File: src/rtl/logic_unit_pkg.sv
// Shared op codes, sweep FSM encoding and the bitwise op function for the logic unit.
package logic_unit_pkg;

  localparam int unsigned OP_W      = 3;
  localparam int unsigned MAX_WIDTH = 8;

  localparam logic [OP_W-1:0] OP_AND  = 3'd0;
  localparam logic [OP_W-1:0] OP_ANDN = 3'd1;
  localparam logic [OP_W-1:0] OP_OR   = 3'd2;
  localparam logic [OP_W-1:0] OP_XOR  = 3'd3;
  localparam logic [OP_W-1:0] OP_NAND = 3'd4;
  localparam logic [OP_W-1:0] OP_NOR  = 3'd5;
  localparam logic [OP_W-1:0] OP_XNOR = 3'd6;
  localparam logic [OP_W-1:0] OP_NOTA = 3'd7;

  typedef enum logic [1:0] {
    ST_IDLE  = 2'd0,
    ST_SWEEP = 2'd1,
    ST_DRAIN = 2'd2
  } sweep_state_e;

  // Operands are zero-extended by the caller; upper result bits are discarded.
  function automatic logic [MAX_WIDTH-1:0] logic_op(input logic [OP_W-1:0] op,
                                                    input logic [MAX_WIDTH-1:0] a,
                                                    input logic [MAX_WIDTH-1:0] b);
    logic [MAX_WIDTH-1:0] r;
    case (op)
      OP_AND:  r = a & b;
      OP_ANDN: r = ~a & b;
      OP_OR:   r = a | b;
      OP_XOR:  r = a ^ b;
      OP_NAND: r = ~(a & b);
      OP_NOR:  r = ~(a | b);
      OP_XNOR: r = ~(a ^ b);
      default: r = ~a;
    endcase
    return r;
  endfunction

endpackage

File: src/rtl/logic_skid_buffer.sv
// Two-entry valid/ready buffer with registered ready; zero/ones flags are registered with the head.
module logic_skid_buffer #(
  parameter int unsigned DW = 4
) (
  input  logic          clk,
  input  logic          reset,
  input  logic          in_valid,
  output logic          in_ready,
  input  logic [DW-1:0] in_data,
  output logic          out_valid,
  input  logic          out_ready,
  output logic [DW-1:0] out_data,
  output logic          zero,
  output logic          ones,
  output logic          empty,
  output logic          empty_next_c
);

  logic          head_v_q, head_v_d;
  logic          skid_v_q, skid_v_d;
  logic [DW-1:0] head_q, head_d;
  logic [DW-1:0] skid_q, skid_d;
  logic          ready_q, zero_q, ones_q;
  logic          push, pop;

  assign push = in_valid & ready_q;
  assign pop  = head_v_q & out_ready;

  // Head refills from the skid slot first so acceptance order is preserved.
  always_comb begin
    head_v_d = head_v_q;
    skid_v_d = skid_v_q;
    head_d   = head_q;
    skid_d   = skid_q;
    if (!head_v_q || pop) begin
      if (skid_v_q) begin
        head_v_d = 1'b1;
        head_d   = skid_q;
        skid_v_d = push;
        if (push) skid_d = in_data;
      end else begin
        head_v_d = push;
        if (push) head_d = in_data;
      end
    end else if (push) begin
      skid_v_d = 1'b1;
      skid_d   = in_data;
    end
  end

  always_ff @(posedge clk) begin
    if (reset) begin
      head_v_q <= 1'b0;
      skid_v_q <= 1'b0;
      head_q   <= '0;
      skid_q   <= '0;
      ready_q  <= 1'b0;
      zero_q   <= 1'b0;
      ones_q   <= 1'b0;
    end else begin
      head_v_q <= head_v_d;
      skid_v_q <= skid_v_d;
      head_q   <= head_d;
      skid_q   <= skid_d;
      ready_q  <= ~skid_v_d;
      zero_q   <= head_v_d && (head_d == '0);
      ones_q   <= head_v_d && (head_d == '1);
    end
  end

  assign in_ready     = ready_q;
  assign out_valid    = head_v_q;
  assign out_data     = head_q;
  assign zero         = zero_q;
  assign ones         = ones_q;
  assign empty        = ~head_v_q & ~skid_v_q;
  assign empty_next_c = ~head_v_d & ~skid_v_d;

endmodule

File: src/rtl/bitwise_logic_unit.sv
// Registered two-operand bitwise logic unit with valid/ready streams and a truth-table sweep mode.
module bitwise_logic_unit
  import logic_unit_pkg::*;
#(
  parameter int unsigned WIDTH    = 4,
  parameter bit          SWEEP_EN = 1'b1
) (
  input  logic             clk,
  input  logic             reset,
  input  logic             in_valid,
  output logic             in_ready,
  input  logic [WIDTH-1:0] a,
  input  logic [WIDTH-1:0] b,
  input  logic [2:0]       op,
  input  logic             sweep_start,
  output logic             out_valid,
  input  logic             out_ready,
  output logic [WIDTH-1:0] s,
  output logic             zero,
  output logic             ones,
  output logic             sweep_busy,
  output logic             sweep_done
);

  localparam int unsigned CW = 2 * WIDTH;
  localparam logic [CW-1:0] CNT_MAX = '1;

  sweep_state_e  state_q;
  logic [CW-1:0] cnt_q;
  logic [2:0]    op_q;
  logic          busy_q, done_q;

  logic             sweeping, buf_in_valid, buf_ready, buf_empty, buf_empty_next;
  logic             ext_fire, issue;
  logic [WIDTH-1:0] a_sel, b_sel, result;
  logic [2:0]       op_sel;

  assign sweeping = (state_q == ST_SWEEP);
  assign in_ready = buf_ready & ~busy_q;
  assign ext_fire = in_valid & in_ready;
  assign issue    = sweeping & buf_ready;

  // Sweep counter supplies {a,b} while sweeping; external operands otherwise.
  assign a_sel  = sweeping ? cnt_q[CW-1:WIDTH] : a;
  assign b_sel  = sweeping ? cnt_q[WIDTH-1:0]  : b;
  assign op_sel = sweeping ? op_q : op;
  assign result = WIDTH'(logic_op(op_sel, MAX_WIDTH'(a_sel), MAX_WIDTH'(b_sel)));

  assign buf_in_valid = sweeping | (in_valid & ~busy_q);

  logic_skid_buffer #(.DW(WIDTH)) u_skid (
    .clk          (clk),
    .reset        (reset),
    .in_valid     (buf_in_valid),
    .in_ready     (buf_ready),
    .in_data      (result),
    .out_valid    (out_valid),
    .out_ready    (out_ready),
    .out_data     (s),
    .zero         (zero),
    .ones         (ones),
    .empty        (buf_empty),
    .empty_next_c (buf_empty_next)
  );

  // Sweep sequencer: done pulses in the cycle after the last sweep result leaves the buffer.
  always_ff @(posedge clk) begin
    if (reset) begin
      state_q <= ST_IDLE;
      cnt_q   <= '0;
      op_q    <= OP_AND;
      busy_q  <= 1'b0;
      done_q  <= 1'b0;
    end else begin
      done_q <= 1'b0;
      case (state_q)
        ST_IDLE: begin
          if (SWEEP_EN && sweep_start && buf_empty && !ext_fire) begin
            state_q <= ST_SWEEP;
            cnt_q   <= '0;
            op_q    <= op;
            busy_q  <= 1'b1;
          end
        end
        ST_SWEEP: begin
          if (issue) begin
            if (cnt_q == CNT_MAX) state_q <= ST_DRAIN;
            else                  cnt_q   <= cnt_q + CW'(1);
          end
        end
        ST_DRAIN: begin
          if (buf_empty_next) begin
            state_q <= ST_IDLE;
            busy_q  <= 1'b0;
            done_q  <= 1'b1;
          end
        end
        default: begin
          state_q <= ST_IDLE;
          busy_q  <= 1'b0;
        end
      endcase
    end
  end

  assign sweep_busy = busy_q;
  assign sweep_done = done_q;

endmodule
File: config.mk
export PLATFORM = sky130hd
export DESIGN_NAME = bitwise_logic_unit
export DESIGN_NICKNAME = d
export VERILOG_FILES = /design/src/rtl/logic_unit_pkg.sv /design/src/rtl/logic_skid_buffer.sv /design/src/rtl/bitwise_logic_unit.sv
export SDC_FILE = /design/constraint.sdc
export NUM_CORES = 1
export LEC_CHECK = 0
export BUFFER_PORTS_ARGS = -buffer_cell sky130_fd_sc_hd__buf_4
export CAP_MARGIN = 20
export CELL_PAD_IN_SITES_DETAIL_PLACEMENT = 0
export CELL_PAD_IN_SITES_GLOBAL_PLACEMENT = 2
export CORE_MARGIN = 2
export CORE_UTILIZATION = 30
export CTS_CLUSTER_DIAMETER = 30
export DETAILED_ROUTE_END_ITERATION = 8
export PLACE_DENSITY = 0.73
export SYNTH_ARGS = -nofsm -noshare
export SYNTH_HDL_FRONTEND = slang
export SYNTH_SLANG_ARGS = --single-unit
File: constraint.sdc
create_clock -name clk -period 2.4 [get_ports clk]
set_input_delay 0.36 -clock clk [delete_from_list [all_inputs] [get_ports clk]]
set_output_delay 0.36 -clock clk [all_outputs]
set_load 0.02 [all_outputs]
==> results_dict.tcl <==
set metrics [dict create \
    crit_path_end "u_skid.ones" \
    relSlewSlack_pct 68.2 \
    synth_seq_cells 28 \
    cts_buffers 3 \
    ys_types 58 \
    dp_hpwl_mm 4.24 \
    r2r_cells 11 \
    cts.sinks 28 \
    synth_seq_area_share_pct 28.1 \
    ios 26 \
    n_antenna_cell 0 \
    async_reset_ff_share_pct 0 \
    rows 29 \
    h-tree-depth 1 \
    rrSetupSlack_ns 0.04 \
    start_kind "flip-flop" \
    end_kind "flip-flop" \
    synth_top_area_cell "dfxtp_1" \
    yosys_warnings 0 \
    core_mm2 0.00639 \
    cts_tree "yes" \
    nets 334 \
    grt_max_degree 23 \
    power_frac_clock_pct 21.0 \
    fillers 674 \
    yosysTopAreaCellShare_pct 28.1 \
    p_leak_nw 1.16 \
    required_ns 2.58 \
    rsz0062_at_grt "yes" \
    arrival_ns 2.54 \
    comb_power_share_pct 43.4 \
    fin_area_mm2 0.00267 \
    slew_viol_final 0 \
    vias_per_cell 5.10 \
    synth-main-ff-cell "dfxtp_1" \
    initial_core_util_pct 31.2 \
    pwr_density_cell_mw_per_mm2 545 \
    antenna_left 0 \
    worstReg2RegStart "state_q[1]" \
    dp_slack_ns -0.0214 \
    layout_setup_ws_ns 0.0351 \
    peakVddDrop_mv 0.341 \
    synthToLayoutAreaGrowth_pct 34.0 \
    port_buffers 25 \
    p_total_w 0.00145 \
    mostFrequentLayoutCell "buf_4" \
    syn_avg_cell_area_um2 7.81 \
    grt_pass1_wl_mm 9.27 \
    grt_pass1_vias 1843 \
    drive_gt1_share_pct 28.9 \
    p_sw_share_pct 34.6 \
    routed_wl_mm 5.61 \
    avgRoutedWirePerCell_um 14.7 \
    gr-total-overflow 0 \
    via_count 1942 \
    root_buffer "clkbuf_8" \
    clkSlewWorstSetupHoldPaths_ns 0.11 \
    tns_ns 0 \
    die_h_um 85.5 \
    yosys-top-cells-area "dfxtp_1 (28%), ha_1 (8.2%), nand2_1 (7.3%)" \
    gp_congestion 0.802 \
    synthCells 255 \
    antenna_found_initial 0 \
    hold_path_class "input port to flip-flop" \
    crit_start "state_q[1]" \
    clock_path_buffers 2 \
    fmax_mhz 423 \
    fin_crit_sh_pct 98.5 \
    status "complete, no violations" \
    synth_fp_nets 284 \
    dr.pass1.iters 4 \
    p_int_w 0.000951 \
    seq_power_share_pct 35.6 \
    netSwitchingPower_w 0.000503 \
    clock_latency_ns 0.29 \
    period_needed_ns 2.36 \
    hold_viol 0 \
    die-area_mm2 0.00731 \
    drtIter0Drc 104 \
    drc_errors 0 \
    finalSetupViolCount 0 \
    criticalPathCategory "flip-flop to flip-flop" \
    syn_area_mm2 0.00199 \
    tightest_slew_ns 0.474 \
    worstPathMaxFanout 8 \
    clock_skew_ns 0.0178 \
    dpl_cell_area_mm2 0.00235 \
    final_util_pct 41.8 \
    final_cell_mix "buf_4 (47), nand2_1 (35), dfxtp_1 (26)" \
    cap_viol_max_count 0 \
    grt_use_total_pct 15.7 \
    synth_edf_count 0 \
    r2r_end "u_skid.ones" \
    dieWidth_um 85.5 \
]
==> state kept, by name (all words and copies together), names as in the netlist <==
signal / flops
cnt_q: 8
u_skid.out_data: 4
u_skid.skid_q: 4
op_q: 3
state_q: 2
sweep_busy: 1
sweep_done: 1
u_skid.in_ready: 1
u_skid.ones: 1
u_skid.out_valid: 1
u_skid.skid_v_q: 1
u_skid.zero: 1
==> final cells by class <==
class	instances	area [µm²]	area share (%)
Multi-Input combinational cell	201	1400	52.4
Sequential cell	28	563	21.1
Timing Repair Buffer	55	495	18.6
Tap cell	77	96.3	3.61
Inverter	16	60.1	2.25
Clock buffer	4	55.1	2.06
==> Yosys cell counts (3+ instances only) <==
| master | number |
|---|---|
| nand2_1 | 39 |
| dfxtp_1 | 28 |
| nor2_1 | 25 |
| a21oi_1 | 16 |
| inv_1 | 16 |
| ha_1 | 13 |
| mux2i_1 | 10 |
| nand2b_1 | 8 |
| o21ai_0 | 8 |
| nand3_1 | 6 |
| clkbuf_1 | 5 |
| nor2b_1 | 5 |
| nor3_1 | 5 |
| nand3b_1 | 4 |
| a31oi_1 | 3 |
| buf_4 | 3 |
| or3_1 | 3 |
| xnor2_1 | 3 |
==> power by group through the flow <==
stage               clock (W)  combinational (W)  sequential, W
CTS                  0.000318           0.000522       0.000517
finish               0.000306           0.000631       0.000517
floorplan                   0           0.000326       0.000538
global route         0.000339           0.000692       0.000521
detailed placement          0           0.000511       0.000527
global placement            0           0.000514       0.000528
==> worst max-delay path, cell delays in order (launching register included) <==
cell       delay (ns)
dfxtp_2          0.35
nand2b_4         0.17
buf_8            0.15
mux2i_2          0.15
buf_4            0.16
ha_1             0.29
inv_1            0.04
a21oi_1          0.12
o2bb2ai_1        0.14
o22ai_2          0.12
o211a_1          0.27
nor4_1           0.28
==> routing by layer <==
layer,track usage [%],share of wire (%),vias to the layer above
li1,-,-,996
met1,22.9,52,912
met2,24.8,45,29
met3,1.65,2.5,5
met4,3.90,0.93,0
met5,0,0,-
==> cells by family (layout without fill, tap and decap cells) <==
kind of cell,count (synthesis),after routing,share of synthesized area (%)
AOI/OAI and AO/OA,56,56,19.5
xor gates and xnor gates,5,5,2.20
adders and majority gates,13,13,8.17
buffers and inverters,26,75,6.22
DFF,28,28,28.1
muxes,12,12,6.28
and+or+nand+nor,115,115,29.5
==> worst min path at each step <==
| stage | from | endpoint | slack, ns | cells after the start |
|---|---|---|---|---|
| finish | sweep_start | state_q[0] | 0.38 | 3 |
| global route | sweep_start | state_q[0] | 0.40 | 3 |
| global placement | u_skid.skid_q[2] | u_skid.skid_q[2] | 0.45 | 2 |
| floorplan | u_skid.skid_q[0] | u_skid.skid_q[0] | 0.43 | 2 |
| CTS | sweep_start | state_q[0] | 0.37 | 3 |
| detailed placement | u_skid.skid_q[2] | u_skid.skid_q[2] | 0.45 | 2 |
==> stage by stage <==
stage	cells	hold WS, ns
CTS	368	0.366
detailed placement	364	0.449
global placement	364	0.448
floorplan	255	0.432
global route	381	0.401
finish	381	0.376
==> what timing repair did <==
| action | CTS | global route |
|---|---|---|
| buffers inserted | 0 | 11 |
| gates cloned | 0 | 2 |
| hold buffers | 0 | 0 |
| endpoints found under the setup margin | 1 | 5 |
| gates resized for setup | 3 | 25 |
| pin swaps | 1 | 12 |
Power figures use the tool's default switching activity.
